<file path="config.mk">
export PLATFORM = sky130hd
export DESIGN_NAME = iter_muldiv_unit_flat
export DESIGN_NICKNAME = d
export VERILOG_FILES = /design/src/rtl/muldiv_if.sv /design/src/rtl/iter_muldiv_unit.sv /design/src/flat_wrapper.sv
export SDC_FILE = /design/constraint.sdc
export NUM_CORES = 1
export LEC_CHECK = 0
export CAP_MARGIN = 20
export CORE_ASPECT_RATIO = 1.5
export CORE_MARGIN = 8
export CORE_UTILIZATION = 39
export CTS_CLUSTER_SIZE = 40
export DETAILED_ROUTE_END_ITERATION = 8
export REMOVE_ABC_BUFFERS = 1
export SKIP_LAST_GASP = 1
export SLEW_MARGIN = 10
export SYNTH_ARGS = -nofsm -noshare
export SYNTH_HDL_FRONTEND = slang
export SYNTH_SLANG_ARGS = --single-unit
export TNS_END_PERCENT = 30
</file>
<file path="constraint.sdc">
create_clock -name clk -period 3.6 [get_ports clk]
set_input_delay 0.72 -clock clk [delete_from_list [all_inputs] [get_ports clk]]
set_output_delay 0.72 -clock clk [all_outputs]
set_load 0.01 [all_outputs]
</file>
<file path="src/rtl/muldiv_if.sv">
// muldiv_if: request/result bundle between the EX stage and the iterative multiply/divide unit.
interface muldiv_if #(
    parameter int WIDTH = 32
);
    logic             start;
    logic [2:0]       op;
    logic [WIDTH-1:0] a;
    logic [WIDTH-1:0] b;
    logic             flush;
    logic             busy;
    logic             done;
    logic [WIDTH-1:0] hi;
    logic [WIDTH-1:0] lo;
    logic             div_by_zero;

    modport master (
        output start, op, a, b, flush,
        input  busy, done, hi, lo, div_by_zero
    );

    modport slave (
        input  start, op, a, b, flush,
        output busy, done, hi, lo, div_by_zero
    );
endinterface

</file>
<file path="src/rtl/iter_muldiv_unit.sv">
// iter_muldiv_unit: one-bit-per-clock shift-add multiply / restoring divide into HI/LO; define MULDIV_MADD_EN for MADD/MADDU accumulate.
module iter_muldiv_unit #(
    parameter int WIDTH = 32
) (
    input  logic    clk,
    input  logic    rst_n,
    muldiv_if.slave bus
);
    localparam int CW = (WIDTH > 1) ? $clog2(WIDTH) : 1;
    localparam logic [CW-1:0] LAST = CW'(WIDTH - 1);

    typedef enum logic [1:0] {IDLE, RUN, FIX} state_t;
    state_t state, state_n;

    logic             div_q, neg_q, rem_neg_q, dz_q;
    logic [WIDTH-1:0] m_q, r_q, q_q;
    logic [CW-1:0]    cnt;
`ifdef MULDIV_MADD_EN
    logic             acc_q;
`endif

    logic               legal, op_signed, op_div, b_zero, accept;
    logic [WIDTH-1:0]   a_mag, b_mag, quo_fix, rem_fix;
    logic [WIDTH:0]     mul_sum, div_sh, div_diff;
    logic [2*WIDTH-1:0] prod, prod_fix, res;

`ifdef MULDIV_MADD_EN
    assign legal = bus.op <= 3'd5;
`else
    assign legal = bus.op <= 3'd3;
`endif
    assign op_signed = ~bus.op[0];
    assign op_div    = bus.op[2:1] == 2'b01;
    assign b_zero    = bus.b == '0;
    assign accept    = state == IDLE && bus.start && !bus.flush && legal;
    assign a_mag     = (op_signed && bus.a[WIDTH-1]) ? -bus.a : bus.a;
    assign b_mag     = (op_signed && bus.b[WIDTH-1]) ? -bus.b : bus.b;

    // r_q:q_q is the running product (multiply) or remainder:quotient (divide)
    assign mul_sum  = {1'b0, r_q} + (q_q[0] ? {1'b0, m_q} : '0);
    assign div_sh   = {r_q, q_q[WIDTH-1]};
    assign div_diff = div_sh - {1'b0, m_q};

    // signs are restored after the magnitude iteration; MIN/-1 wraps back to MIN naturally
    assign prod     = {r_q, q_q};
    assign prod_fix = neg_q ? -prod : prod;
    assign quo_fix  = neg_q ? -q_q : q_q;
    assign rem_fix  = rem_neg_q ? -r_q : r_q;
`ifdef MULDIV_MADD_EN
    assign res = dz_q ? {q_q, {WIDTH{1'b1}}} : div_q ? {rem_fix, quo_fix} :
                 acc_q ? {bus.hi, bus.lo} + prod_fix : prod_fix;
`else
    assign res = dz_q ? {q_q, {WIDTH{1'b1}}} : div_q ? {rem_fix, quo_fix} : prod_fix;
`endif

    // state register
    always_ff @(posedge clk or negedge rst_n) begin
        if (!rst_n) state <= IDLE;
        else        state <= state_n;
    end

    // next state: flush always returns to IDLE, divide by zero skips RUN
    always_comb begin
        state_n = state;
        if (bus.flush)          state_n = IDLE;
        else if (state == IDLE) state_n = accept ? ((op_div && b_zero) ? FIX : RUN) : IDLE;
        else if (state == RUN)  state_n = (cnt == LAST) ? FIX : RUN;
        else                    state_n = IDLE;
    end

    // operand capture, one iteration per RUN cycle, result write and done pulse in FIX
    always_ff @(posedge clk or negedge rst_n) begin
        if (!rst_n) begin
            div_q           <= 1'b0;
            neg_q           <= 1'b0;
            rem_neg_q       <= 1'b0;
            dz_q            <= 1'b0;
            m_q             <= '0;
            r_q             <= '0;
            q_q             <= '0;
            cnt             <= '0;
`ifdef MULDIV_MADD_EN
            acc_q           <= 1'b0;
`endif
            bus.busy        <= 1'b0;
            bus.done        <= 1'b0;
            bus.hi          <= '0;
            bus.lo          <= '0;
            bus.div_by_zero <= 1'b0;
        end else if (accept) begin
            div_q           <= op_div;
            neg_q           <= op_signed & (bus.a[WIDTH-1] ^ bus.b[WIDTH-1]);
            rem_neg_q       <= op_signed & bus.a[WIDTH-1];
            dz_q            <= op_div & b_zero;
            m_q             <= b_mag;
            q_q             <= (op_div && b_zero) ? bus.a : a_mag;
            r_q             <= '0;
            cnt             <= '0;
`ifdef MULDIV_MADD_EN
            acc_q           <= bus.op[2];
`endif
            bus.busy        <= 1'b1;
            bus.done        <= 1'b0;
            bus.div_by_zero <= 1'b0;
        end else if (bus.flush || state == IDLE) begin
            bus.busy <= 1'b0;
            bus.done <= 1'b0;
        end else if (state == RUN) begin
            r_q <= div_q ? (div_diff[WIDTH] ? div_sh[WIDTH-1:0] : div_diff[WIDTH-1:0]) : mul_sum[WIDTH:1];
            q_q <= div_q ? {q_q[WIDTH-2:0], ~div_diff[WIDTH]} : {mul_sum[0], q_q[WIDTH-1:1]};
            cnt <= cnt + 1'b1;
        end else begin
            {bus.hi, bus.lo} <= res;
            bus.div_by_zero  <= dz_q;
            bus.busy         <= 1'b0;
            bus.done         <= 1'b1;
        end
    end
endmodule

</file>
<file path="src/flat_wrapper.sv">
// flat-port wrapper written by rule: the top's interface ports become plain ports
module iter_muldiv_unit_flat 
#(
    parameter int WIDTH = 32
)
  (clk, rst_n, bus_start, bus_op, bus_a, bus_b, bus_flush, bus_busy, bus_done, bus_hi, bus_lo, bus_div_by_zero);
  muldiv_if #(.WIDTH(WIDTH)) bus_i ();
  input  logic clk;
  input  logic rst_n;
  input wire logic [$bits(bus_i.start)-1:0] bus_start;
  input wire logic [$bits(bus_i.op)-1:0] bus_op;
  input wire logic [$bits(bus_i.a)-1:0] bus_a;
  input wire logic [$bits(bus_i.b)-1:0] bus_b;
  input wire logic [$bits(bus_i.flush)-1:0] bus_flush;
  output wire logic [$bits(bus_i.busy)-1:0] bus_busy;
  output wire logic [$bits(bus_i.done)-1:0] bus_done;
  output wire logic [$bits(bus_i.hi)-1:0] bus_hi;
  output wire logic [$bits(bus_i.lo)-1:0] bus_lo;
  output wire logic [$bits(bus_i.div_by_zero)-1:0] bus_div_by_zero;
  assign bus_i.start = bus_start;
  assign bus_i.op = bus_op;
  assign bus_i.a = bus_a;
  assign bus_i.b = bus_b;
  assign bus_i.flush = bus_flush;
  assign bus_busy = bus_i.busy;
  assign bus_done = bus_i.done;
  assign bus_hi = bus_i.hi;
  assign bus_lo = bus_i.lo;
  assign bus_div_by_zero = bus_i.div_by_zero;
  iter_muldiv_unit #(.WIDTH(WIDTH)) u_core (.clk(clk), .rst_n(rst_n), .bus(bus_i));
endmodule
</file>
==> results.py <==
metrics = {
    "status": {
        "status": "finished, final reports clean",
    },
    "cts": {
        "clk_latency_ns": 0.46,
        "cts.path.max_buffers": 2,
        "cts.htree.levels": 4,
        "cts_root_buffer": "clkbuf_16",
        "clock-sinks": 174,
        "clk_pin_slew_worst_paths_ns": 0.07,
        "cts_made_buffers": 17,
        "cts_tree": "done",
    },
    "setup_path": {
        "worstPathArrival_ns": 3.80,
        "reg2reg_depth": 15,
        "r2r-start": "u_core.q_q[31]",
        "critPathLaunch": "bus_b[14]",
        "required_ns": 3.91,
        "critPathKind": "in2reg",
        "slowest_delay_ns": 0.55,
        "crit_buf_inv": 1,
        "worst-path-stages": 11,
        "critPathMaxFanout": 25,
        "path_cells": "clkdlybuf4s50_1, or4_1, or3_1, nor3_1, nand3_1, nor2_1, nand4_1, nor2b_2, o21ai_0, xor2_1, o21ai_0",
        "startpoint_type": "primary input",
        "ff2ff_setup_slack_ns": 0.15,
        "regToRegEndpoint": "u_core.r_q[16]",
        "endpoint": "u_core.q_q[6]",
        "cp_common_cell": "o21ai_0",
        "endpoint_kind": "flip-flop",
        "crit_slowest_cell": "or4_1",
        "path_delay_family": "simple AND/OR/NAND/NOR gates",
    },
    "synthesis": {
        "synthArstFlopShare_pct": 100.0,
        "synth_flop_cell": "dfrtp_1",
        "synth_area_um2": 14010,
        "synth_simple_gate_area_share_pct": 17.68,
        "synthDistinctLibCells": 84,
        "synth_seq_area_share_pct": 31.08,
        "synthCells": 1705,
        "synthXorXnorAreaFrac_pct": 11.06,
        "syn_avg_cell_area_um2": 8.218,
        "ys_warn_count": 0,
        "synth.area.top_cells": "dfrtp_1 31%, xnor2_1 6.6%, ha_1 6.3%, nand2_1 5.3%, o21ai_0 5.2%",
        "synthMuxAreaShare_pct": 4.510,
        "synth_top_cell_by_area": "dfrtp_1",
        "synth_compound_area_share_pct": 24.42,
        "synth_top_area_share_pct": 31.08,
        "synth-adder-area-share_pct": 6.537,
        "ys_ff_latch": 174,
        "synth_edf_count": 0,
        "synth_top_family_by_area": "compound AO/OA/AOI/OAI gates",
    },
    "power": {
        "pwr-share-seq_pct": 22.6,
        "power.leakage_nw": 7.548,
        "finalPower_mw": 12.87,
        "power_frac_clock_pct": 15.1,
        "power_density_nw_per_um2": 732.5,
        "p_sw_share_pct": 45.41,
        "p_comb_share_pct": 62.3,
        "p_sw_mw": 5.847,
        "internal_power_mw": 7.028,
        "ir_worst_vdd_mv": 0.2856,
    },
    "grt": {
        "grt_pass1_vias": 13690,
        "grt_pass1_wl_um": 73250,
        "grt_overflow": 0,
        "antenna_found_initial": 0,
        "gr-usage-all-layers_pct": 22.04,
        "grt_max_degree": 70,
    },
    "cells_and_area": {
        "diodes": 0,
        "final_util_pct": 49.33,
        "drive_above_1_share_pct": 11.87,
        "final_nets": 2067,
        "area_delta_synth_final_pct": 25.45,
    },
    "route": {
        "drt-vias-per-instance": 5.582,
        "vias": 13480,
        "first_pass_iters": 7,
        "drt_iter0_drc": 715,
        "wirelength_um": 46470,
        "ant_nets": 0,
        "drc": 0,
        "wl_per_cell_um": 19.24,
    },
    "floorplanning": {
        "die_y_um": 248.1,
        "start_util_pct": 39.33,
        "io_pins": 138,
        "core_area_um2": 35630,
        "row_count": 85,
        "die_w_um": 170.8,
        "die-area_um2": 42370,
    },
    "sta": {
        "tightest_slew_ns": 1.000,
        "holdWs_ns": 0.2223,
        "finalSetupTns_ns": 0,
        "rsz0062_at_grt": "yes",
        "drv_slew": 0,
        "postLayoutSetupSlackWorst_ns": 0.1075,
        "fmax_ghz": 0.2863,
        "finalClockSkew_ns": 0.01074,
        "setup_viol": 0,
        "min_period_ns": 3.492,
        "slew-limit-headroom_pct": 33.02,
        "fin_crit_sh_pct": 97.01,
        "hold_viol": 0,
    },
    "place": {
        "gp_congestion": 0.9489,
        "portBuffers": 137,
        "dp_slack_ns": -0.3136,
        "dp_hpwl_um": 36800,
    },
    "flow_run": {
        "cap_violations": 0,
    },
    "worst_hold_path": {
        "hold_path_class": "in2async",
    },
}
## how the worst min path moves through the flow
stage	end	slack [ns]	cells past startpoint
floorplan	u_core.bus.busy	0.42	0
global placement	u_core.bus.lo[0]	0.45	2
detailed placement	u_core.bus.lo[0]	0.46	2
CTS	u_core.bus.hi[5]	0.24	1
global route	u_core.bus.hi[5]	0.25	1
finish	u_core.bus.hi[5]	0.22	1
## power groups by stage
stage,clock [mW],sequential [mW],combinational [mW]
after CTS,1.98,2.90,7.90
after detailed placement,0,2.93,7.85
after global routing,2.05,2.96,8.77
after floorplan,0,2.89,5.00
final,1.94,2.91,8.02
after global placement,0,2.93,7.75
## per-stage QoR
| step | instance area (um^2) | std cells |
|---|---|---|
| 6_report | 17580 | 2415 |
| 5_1_grt | 17580 | 2415 |
| 4_1_cts | 17530 | 2414 |
| 3_5_place_dp | 16910 | 2382 |
| 3_3_place_gp | 16910 | 2382 |
| 2_1_floorplan | 13580 | 1602 |
## cells in the mapped netlist (35+ instances only)
cell,count
a21oi_1,100
clkbuf_1,84
dfrtp_1,174
ha_1,70
inv_1,59
mux2i_1,62
nand2_1,197
nor2_1,134
nor3_1,35
o211ai_1,35
o21ai_0,145
o21ai_1,47
xnor2_1,105
xor2_1,67
## cells in the final DEF, fill, tap and decap left out, types with 11 or more instances in the layout
| cell | synthesis | layout |
|---|---|---|
| nand2_1 | 197 | 196 |
| dfrtp_1 | 174 | 173 |
| buf_4 | 2 | 157 |
| o21ai_0 | 145 | 145 |
| clkdlybuf4s50_1 | 0 | 136 |
| nor2_1 | 134 | 134 |
| xnor2_1 | 105 | 105 |
| a21oi_1 | 100 | 100 |
| ha_1 | 70 | 69 |
| xor2_1 | 67 | 67 |
| mux2i_1 | 62 | 62 |
| inv_1 | 59 | 59 |
| o21ai_1 | 47 | 47 |
| nor3_1 | 35 | 35 |
| o211ai_1 | 35 | 35 |
| o22a_1 | 32 | 32 |
| nand2b_1 | 25 | 24 |
| nand3_1 | 23 | 22 |
| o31ai_1 | 22 | 22 |
| and3_1 | 20 | 20 |
| a22oi_1 | 20 | 20 |
| or3_1 | 19 | 19 |
| a21o_1 | 19 | 19 |
| a31oi_1 | 17 | 17 |
| clkbuf_16 | 0 | 17 |
| or4_1 | 15 | 14 |
| o41ai_1 | 14 | 13 |
| nor4_1 | 12 | 11 |
## layer usage
layer  part of all wire, %  track usage, %
met5                     0               0
met4                   4.8           12.06
met3                   3.5           2.871
met2                    52           41.32
met1                    39           23.44
## cells by family (layout without fill, tap and decap cells)
family                     Yosys count  in the layout
AOI/OAI and AO/OA                  531            531
and+or+nand+nor                    528            528
xor gates and xnor gates           174            174
DFF                                174            174
buffers and inverters              163            395
adders and majority gates           72             72
muxes                               63             63
## state kept, by name, indices dropped and copies added (netlist names), 2 cells and up
name,cells
u_core.bus.hi,32
u_core.state,2
u_core.r_q,32
u_core.m_q,32
u_core.q_q,32
u_core.cnt,5
u_core.bus.lo,32
## worst reg2reg max path: cells and delay by family, from the launching register on
family	cells	cell delay, ns
adders and majority gates	2	0.50
xor gates and xnor gates	1	0.20
AOI/OAI and AO/OA	5	0.88
buffers and inverters	3	0.52
and+or+nand+nor	3	0.64
DFF	1	0.39
muxes	1	0.21
## cell type report
type | count | area, um^2
fillers | 3483 | 18050
multi-input cells | 1368 | 9074
flip-flops and latches | 174 | 4355
repair buffers | 303 | 2723
well taps | 478 | 598.1
clock buffers | 22 | 464.2
inverters | 60 | 225.2
clock inverters | 10 | 137.6
## what timing repair did
item,4_1_cts,5_1_grt
buffers inserted,0,1
gates resized for setup,3,8
pin swaps,0,3
endpoints found under the setup margin,21,42
hold buffers,0,0
(Power assumes the default switching activity.)
